## src/rtl/hazard_ctrl.sv

```systemverilog
`default_nettype none
// ============================================================================
// Module      : hazard_ctrl
// Description : Load-use stall, ID/EX bubble and EX forwarding for 5-stage MIPS
// Revision    : 1.0  initial release
// ============================================================================
module hazard_ctrl #(
   parameter int CNT_W = 16
) (
   input  logic             clk,
   input  logic             rst,
   input  logic             id_valid,
   input  logic [5:0]       id_opcode,
   input  logic [4:0]       id_rs,
   input  logic [4:0]       id_rt,
   input  logic [4:0]       id_rd,
   output logic             pc_we,
   output logic             ifid_we,
   output logic             idex_bubble,
   output logic [1:0]       fwd_a,
   output logic [1:0]       fwd_b,
   output logic [CNT_W-1:0] stall_cnt
);

   localparam logic [5:0] c_OP_RTYPE = 6'b000000;
   localparam logic [5:0] c_OP_LW    = 6'b100011;
   localparam logic [5:0] c_OP_SW    = 6'b101011;
   localparam logic [5:0] c_OP_BEQ   = 6'b000100;
   localparam logic [2:0] c_OP_IMM   = 3'b001;

   localparam logic [1:0] c_FWD_RF  = 2'b00;
   localparam logic [1:0] c_FWD_MEM = 2'b10;
   localparam logic [1:0] c_FWD_WB  = 2'b01;

   localparam logic [CNT_W-1:0] c_CNT_MAX = {CNT_W{1'b1}};
   localparam logic [CNT_W-1:0] c_CNT_ONE = {{(CNT_W-1){1'b0}}, 1'b1};

   logic       w_use_rs;
   logic       w_use_rt;
   logic       w_wr;
   logic       w_ld;
   logic [4:0] w_dst;
   logic       w_wr_nz;
   logic       w_stall;
   logic       w_bubble;
   logic [1:0] w_fwd_a;
   logic [1:0] w_fwd_b;

   logic       r_ex_valid;
   logic [4:0] r_ex_dst;
   logic       r_ex_wr;
   logic       r_ex_ld;
   logic [4:0] r_ex_rs;
   logic [4:0] r_ex_rt;
   logic       r_ex_use_rs;
   logic       r_ex_use_rt;

   // Load flag only matters in EX; later stages just carry the write info.
   logic       r_mem_valid;
   logic [4:0] r_mem_dst;
   logic       r_mem_wr;
   logic       r_wb_valid;
   logic [4:0] r_wb_dst;
   logic       r_wb_wr;

   logic [CNT_W-1:0] r_stall_cnt;

   always_comb begin
      w_use_rs = 1'b0;
      w_use_rt = 1'b0;
      w_wr     = 1'b0;
      w_ld     = 1'b0;
      w_dst    = id_rt;
      if (id_opcode == c_OP_RTYPE) begin
         w_use_rs = 1'b1;
         w_use_rt = 1'b1;
         w_wr     = 1'b1;
         w_dst    = id_rd;
      end else if (id_opcode == c_OP_LW) begin
         w_use_rs = 1'b1;
         w_wr     = 1'b1;
         w_ld     = 1'b1;
      end else if ((id_opcode == c_OP_SW) || (id_opcode == c_OP_BEQ)) begin
         w_use_rs = 1'b1;
         w_use_rt = 1'b1;
      end else if (id_opcode[5:3] == c_OP_IMM) begin
         w_use_rs = 1'b1;
         w_wr     = 1'b1;
      end
   end

   // Writes to $0 are dropped here so no stage ever matches on register 0.
   assign w_wr_nz = w_wr && (w_dst != 5'd0);

   assign w_stall = !rst && id_valid && r_ex_valid && r_ex_ld && r_ex_wr &&
                    ((w_use_rs && (r_ex_dst == id_rs)) ||
                     (w_use_rt && (r_ex_dst == id_rt)));

   assign w_bubble = w_stall || !id_valid;

   always_comb begin
      w_fwd_a = c_FWD_RF;
      if (r_ex_use_rs && r_mem_valid && r_mem_wr && (r_mem_dst == r_ex_rs))
         w_fwd_a = c_FWD_MEM;
      else if (r_ex_use_rs && r_wb_valid && r_wb_wr && (r_wb_dst == r_ex_rs))
         w_fwd_a = c_FWD_WB;
   end

   always_comb begin
      w_fwd_b = c_FWD_RF;
      if (r_ex_use_rt && r_mem_valid && r_mem_wr && (r_mem_dst == r_ex_rt))
         w_fwd_b = c_FWD_MEM;
      else if (r_ex_use_rt && r_wb_valid && r_wb_wr && (r_wb_dst == r_ex_rt))
         w_fwd_b = c_FWD_WB;
   end

   always_ff @(posedge clk) begin
      if (rst) begin
         r_ex_valid  <= 1'b0;
         r_ex_wr     <= 1'b0;
         r_ex_ld     <= 1'b0;
         r_ex_use_rs <= 1'b0;
         r_ex_use_rt <= 1'b0;
         r_mem_valid <= 1'b0;
         r_mem_wr    <= 1'b0;
         r_wb_valid  <= 1'b0;
         r_wb_wr     <= 1'b0;
         r_stall_cnt <= '0;
      end else begin
         r_wb_valid  <= r_mem_valid;
         r_wb_dst    <= r_mem_dst;
         r_wb_wr     <= r_mem_wr;
         r_mem_valid <= r_ex_valid;
         r_mem_dst   <= r_ex_dst;
         r_mem_wr    <= r_ex_wr;
         if (w_bubble) begin
            r_ex_valid  <= 1'b0;
            r_ex_wr     <= 1'b0;
            r_ex_ld     <= 1'b0;
            r_ex_use_rs <= 1'b0;
            r_ex_use_rt <= 1'b0;
         end else begin
            r_ex_valid  <= 1'b1;
            r_ex_wr     <= w_wr_nz;
            r_ex_ld     <= w_ld;
            r_ex_use_rs <= w_use_rs;
            r_ex_use_rt <= w_use_rt;
         end
         r_ex_dst <= w_dst;
         r_ex_rs  <= id_rs;
         r_ex_rt  <= id_rt;
         if (w_stall && (r_stall_cnt != c_CNT_MAX))
            r_stall_cnt <= r_stall_cnt + c_CNT_ONE;
      end
   end

   assign pc_we       = !w_stall;
   assign ifid_we     = !w_stall;
   assign idex_bubble = rst || w_bubble;
   assign fwd_a       = rst ? c_FWD_RF : w_fwd_a;
   assign fwd_b       = rst ? c_FWD_RF : w_fwd_b;
   assign stall_cnt   = r_stall_cnt;

endmodule
`default_nettype wire
```

## config.mk

```make
export PLATFORM = sky130hd
export DESIGN_NAME = hazard_ctrl
export DESIGN_NICKNAME = d
export VERILOG_FILES = /design/src/rtl/hazard_ctrl.sv
export SDC_FILE = /design/constraint.sdc
export NUM_CORES = 1
export LEC_CHECK = 0
export BUFFER_PORTS_ARGS = -buffer_cell sky130_fd_sc_hd__buf_2
export CORE_MARGIN = 1
export CORE_UTILIZATION = 55
export DETAILED_ROUTE_END_ITERATION = 6
export GPL_ROUTABILITY_DRIVEN = 0
export PLACE_DENSITY = 0.9
export REMOVE_ABC_BUFFERS = 1
export SYNTH_ARGS = -nofsm -noshare
export SYNTH_HDL_FRONTEND = slang
export SYNTH_SLANG_ARGS = --single-unit
```

## constraint.sdc

```tcl
create_clock -name clk -period 2.8 [get_ports clk]
set_clock_uncertainty 0.1 [all_clocks]
set_input_delay 0.56 -clock clk [delete_from_list [all_inputs] [get_ports clk]]
set_output_delay 0.56 -clock clk [all_outputs]
set_load 0.05 [all_outputs]
```

==> results of run 1 <==
per-stage QoR:
step	utilization [%]	setup TNS (ns)	worst slack, ns	total power, mW
2_1_floorplan	-	-1.16	-0.490	0.921
3_5_place_dp	66.5	0	0.0357	0.977
6_report	68.5	0	0.0861	1.36
5_1_grt	68.5	0	0.0115	1.41
3_3_place_gp	66.5	0	0.0778	0.967
4_1_cts	68.5	0	0.0264	1.36
registers in the layout, summed over array words and instances (netlist names), 5 cells and up:
register / count
r_ex_rs: 5
r_mem_dst: 5
r_wb_dst: 5
r_ex_dst: 5
stall_cnt: 16
r_ex_rt: 5
power by group:
group          switching (mW)  internal (mW)  leakage (nW)
clock network           0.225          0.173        0.0450
registers              0.0293          0.803         0.447
logic                  0.0679         0.0602         0.603
worst register-to-register path, stage by stage (launching register included):
cell	delay, ns
edfxtp_1	0.46
xnor2_1	0.22
nand2_1	0.15
nor4_1	0.49
o21bai_1	0.26
or4_1	0.53
a21oi_1	0.16
synthesized netlist by cell type (all sizes together) (4+ instances only):
cell / n
dfxtp: 25
mux2: 7
inv: 4
or3: 6
a21oi: 8
o21ai: 6
nor2b: 7
or4: 6
nand2: 7
nor4: 8
xor2: 18
and4: 4
nand4: 4
nor2: 13
nand3: 9
edfxtp: 25
o31ai: 5
xnor2: 17
layer usage:
metal / wire, um / up-vias / global-route usage [%]
met3: 223 / 16 / 6.33
met2: 2550 / 51 / 39.8
met5: 0 / - / 0
met4: 130 / 0 / 9.90
li1: - / 891 / -
met1: 2140 / 863 / 28.6
layout make-up:
type	instances	area, um2	area share, %
clock inverters	2	10.0	0.355
multi-input cells	153	1130	40.1
inverters	4	15.0	0.532
flip-flops and latches	50	1250	44.4
clock buffers	6	72.6	2.57
repair buffers	52	278	9.85
well taps	50	62.6	2.22
cell families (layout without fill, tap and decap cells):
| group | Yosys count | after routing | synth area share (%) |
|---|---|---|---|
| flops | 50 | 50 | 51.6 |
| compound gates | 31 | 31 | 8.67 |
| xor+xnor | 35 | 35 | 12.6 |
| buf+inv | 8 | 64 | 1.70 |
| mux | 8 | 8 | 3.67 |
| simple gates | 78 | 78 | 21.2 |
| fa+ha+maj | 1 | 1 | 0.516 |
worst max-delay path by stage:
| stage | start | endpoint | cells past startpoint |
|---|---|---|---|
| floorplan | rst | fwd_b[0] | 4 |
| global placement | id_opcode[1] | idex_bubble | 7 |
| detailed placement | id_opcode[1] | idex_bubble | 7 |
| CTS | id_opcode[1] | idex_bubble | 7 |
| global route | id_opcode[2] | pc_we | 6 |
| finish | id_opcode[1] | ifid_we | 6 |
what timing repair did:
item,in CTS,in global routing
buffers inserted,0,0
resized for setup,0,2
endpoints found under the setup margin,0,1
hold buffers,0,0
==> results.md, run 1 <==
* DRC violations left at 0
* CTS HTree Levels at 2
* Number of diodes at 0
* Share of layout cells above drive strength 1 at 30.0%
* Die area at 0.00468 mm2
* Avg Inst Size Synth at 11.5 um2
* Post-DP Area at 0.00274 mm2
* Antenna violations before repair at 0
* # IOs at 47
* Root buffer cell: clkbuf_8
* Drt via density at 5.74
* CTS buffer count at 5
* Peak fanout along the critical path at 3
* Die width at 68.4 um
* CTS tree: yes
* Worst Path Buf+Inv at 2
* Type of element capturing the critical path: primary output
* Dominant synthesized flop cell: edfxtp_1
* RSZ-0062 raised after global routing: false
* Critical path required time at 2.14 ns
* Worst skew pair latency at 0.30 ns
* WL per Instance at 15.9 um
* Yosys reg bits at 50
* Mapped Area at 0.00242 mm2
* Final net count at 291
* Hold WS at 0.367 ns
* Tot GR Track Use at 23.7%
* Core area at 0.00412 mm2
* Worst r2r path cells at 6
* Final setup fails at 0
* CP max stage cell: or3_1
* PortBufs at 46
* First-pass GRT wire length at 7940 um
* Maxcap violations at 0
* Total clock sinks at 50
* Remaining global-route overflow at 0
* Fill count at 314
* Initial Util at 58.9%
* Reg2reg end: stall_cnt[13]$_SDFFE_PP0P_
* Total of warnings raised by yosys at 0
* Cell taking the most area after synthesis: edfxtp_1
* Critical path class: input port to primary output
* Placed Cells at 309
* Worst Hold Launch: id_rs[3]
* 1st-iter DRT viols at 82
* Sequential share of the synthesized area at 51.6%
* Pwr/cell area at 482 mW/mm2
* Die H at 68.4 um
* Post-DRT Antenna Nets at 0
* Yosys top cell area share at 31.0%
* Achievable Freq at 0.368 GHz
* Critical R2R Launch: r_ex_dst[1]$_DFFE_PN_
* Post-synth EDFFs at 25
* Most frequent cells in the layout: buf_2, edfxtp_1, dfxtp_1
* Crit-path most repeated cell: buf_2
* Max incr delay on CP at 0.38 ns
* Largest net degree at the start of global routing at 29
* Worst hold stages at 1
* P_leak at 1.09 nW
* Detailed Place HPWL at 3800 um
* Drt pass-1 iters at 4
* Top post-synthesis cells by area: edfxtp_1, dfxtp_1, xor2_1, xnor2_1, mux2_2
* CP Cell Sequence: buf_2 -> or3_1 -> o22a_2 -> nor4_2 -> nor2_1 -> buf_2
* WL final at 5050 um
* Synth-to-layout area growth at 16.4%
* Crit start category: input port
* Hold Path End: r_ex_rs[3]$_DFFE_PN_
* Peak supply drop at 0.374 mV
* Family with the most delay on the worst path: simple AND/OR/NAND/NOR gates
* Async SR Flop Fraction at 0%
* Final non-filler cell area at 0.00282 mm2
* Vias after detailed routing at 1821
* Unique masters post-synth at 45
* Slew Viols, Final at 0
* CTS clock-pin slew for the worst setup and hold paths at 0.08 ns
* Critical Path AT at 2.05 ns
* Period utilization at 96.9%
* Outcome: finished, final reports clean
* Slew @ Worst Pin at 0.618 ns
* R2r setup slk at 0.38 ns
* Final hold violations at 0
* Gate Count Post-Synth at 211
* Max_slew headroom at 58.6%
* CTS max path bufs at 2
* Number of global-route vias before repair at 1688
* Most common cell after layout, fill and taps aside: buf_2
* Fin crit period at 2.71 ns
* Number of cell rows at 23
* Non-Filler Instances at 317
* Worst min path class: input port to register
Power figures use the tool's default switching activity.
==> inputs of run 2 (changes only) <==
--- a/config.mk
+++ b/config.mk
@@ -13,4 +13,5 @@
 export PLACE_DENSITY = 0.9
 export REMOVE_ABC_BUFFERS = 1
+export SKIP_CTS_REPAIR_TIMING = 1
 export SYNTH_ARGS = -nofsm -noshare
 export SYNTH_HDL_FRONTEND = slang
==> constraint.sdc (replaced) <==
create_clock -name clk -period 2.8 [get_ports clk]
set_clock_uncertainty 0.1 [all_clocks]
set_input_delay 0.14 -clock clk [delete_from_list [all_inputs] [get_ports clk]]
set_output_delay 0.14 -clock clk [all_outputs]
set_load 0.05 [all_outputs]
==> run 2 against run 1 <==
  * Critical path depth up 2
  * Largest cell class unchanged
  * Routed wire length up 2.3%
  * Clock-buffer cell count up 2
  * Die area unchanged
  * Setup slack better by 0.15 ns
  * Clock power up 16%
  * Highest routed layer unchanged
  * Sequential power about the same
  * First-iteration DRC count up 57%
  * Largest power group unchanged
  * Critical path type unchanged
==> results.md, run 2 (synthesis gave the netlist of run 1 again) <==
* Outcome: finished, final reports clean
* P_leak at 1.12 nW (+2.7%)
* Critical path class: input port to primary output
* Final core occ at 70.7% (+2.1 points)
* Final net count at 297 (+2.1%)
* Tot GR Track Use at 22.3% (-1.5 points)
* Pwr/cell area at 493 mW/mm2 (+2.3%)
* Drt pass-1 iters at 4 (unchanged)
* Most frequent cells in the layout: buf_2, edfxtp_1, dfxtp_1
* Period utilization at 91.5% (-5.5 points)
* Critical path required time at 2.56 ns (+0.42 ns)
* Total clock sinks at 50 (unchanged)
* CTS max path bufs at 2 (unchanged)
* Fin crit period at 2.56 ns (-0.153 ns)
* Slew @ Worst Pin at 0.618 ns (+0.000809 ns)
* Layer carrying the most global-route usage: met2
* Peak fanout along the critical path at 8 (+5)
* Remaining global-route overflow at 0 (unchanged)
* Initial Util at 58.9% (unchanged)
* Drt via density at 5.60 (-2.6%)
* Largest net degree at the start of global routing at 29 (unchanged)
* Critical Path AT at 2.32 ns (+0.27 ns)
* WL per Instance at 16.0 um (+0.36%)
* Met1 Use GR at 28.6% (+0.045 points)
* Post-DRT Antenna Nets at 0 (unchanged)
* Synth-to-layout area growth at 20.0%
* Final Power at 1.43 mW (+5.5%)
* CTS clock-pin slew for the worst setup and hold paths at 0.08 ns (about the same)
* Vias after detailed routing at 1808 (-0.71%)
* Slew Viols, Final at 0 (unchanged)
* Type of element capturing the critical path: primary output
* Most common cell after layout, fill and taps aside: buf_2
* Crit start category: input port
* Global-route met3 utilization at 6.00% (-0.33 points)
* First-pass GRT wire length at 7470 um (-5.9%)
* Number of diodes at 0 (unchanged)
* Worst skew pair latency at 0.30 ns (about the same)
* Antenna violations before repair at 0 (unchanged)
* Final hold violations at 0 (unchanged)
* TNS Setup at 0 ns (unchanged)
* CTS HTree Levels at 2 (unchanged)
* PortBufs at 46 (unchanged)
* Detailed Place HPWL at 3590 um (-5.5%)
* Root buffer cell: clkbuf_8
* Routing usage on met2 at 37.0% (-2.8 points)
* RSZ-0062 raised after global routing: false
* Peak supply drop at 0.321 mV (-14%)
* WL final at 5170 um (+2.3%)
* Die area at 0.00468 mm2 (unchanged)
* Hold WS at 0.0616 ns (-0.306 ns)
* Die width at 68.4 um (unchanged)
* CTS tree: yes
* Achievable Freq at 0.391 GHz (+6.0%)
* Die H at 68.4 um (unchanged)
* CTS buffer count at 5 (unchanged)
* Number of global-route vias before repair at 1585 (-6.1%)
* DRC violations left at 0 (unchanged)
* Worst min path class: input port to register
* # IOs at 47 (unchanged)
* Core area at 0.00412 mm2 (unchanged)
* Maxcap violations at 0 (unchanged)
* Max FFs per register at 16 (unchanged)
* Final setup fails at 0 (unchanged)
* Max_slew headroom at 58.6% (about the same)
* Share of layout cells above drive strength 1 at 27.8% (-2.1 points)
* 1st-iter DRT viols at 129 (+57%)
* Number of cell rows at 23 (unchanged)
==> run 2: stage by stage <==
stage                     setup slack (ns)  area, um2  instances
after floorplan                      0.350       2400        207
after global placement               0.495       2710        305
after detailed placement             0.406       2710        305
after CTS                            0.344       2810        313
after global routing                0.0969       2910        323
final                                0.239       2910        323
==> run 2: per-layer routing <==
metal  up-vias  share of wire [%]
met2        40                 49
met5         -                  0
met3         6                3.3
met1       856                 47
met4         0               0.89
li1        906                  -
==> run 2: final cells by class <==
cell class              instances  area, um2
well taps                      50       62.6
multi-input cells             153       1130
repair buffers                 58        345
fillers                       287       1210
inverters                       4       15.0
clock buffers                   8        103
flip-flops and latches         50       1250
==> run 2: path summary, 6_finish.rpt <==
kind,startpoint,to,slack [ns],cells past startpoint
worst max-delay path,id_rt[3],idex_bubble,0.24,8
worst min-delay path,id_rd[3],r_ex_dst[3]$_DFFE_PN_,0.06,2
worst max register to register,r_ex_dst[3]$_DFFE_PN_,stall_cnt[10]$_SDFFE_PP0P_,0.52,6
worst min register to register,r_mem_wr$_SDFF_PP0_,r_wb_wr$_SDFF_PP0_,0.38,1
==> run 2: power by group <==
| group | internal [mW] | switching (mW) | total, mW |
|---|---|---|---|
| combinational | 0.0681 | 0.0709 | 0.139 |
| sequential | 0.803 | 0.0307 | 0.834 |
| clock | 0.235 | 0.226 | 0.461 |
==> run 2: worst max-delay path, stage by stage <==
cell and delay (ns):
dlygate4sd3_1 0.54, buf_2 0.15, xnor2_1 0.21, nand3_1 0.21
nor4_4 0.37, nor2_2 0.15, nand2_1 0.24, buf_2 0.31
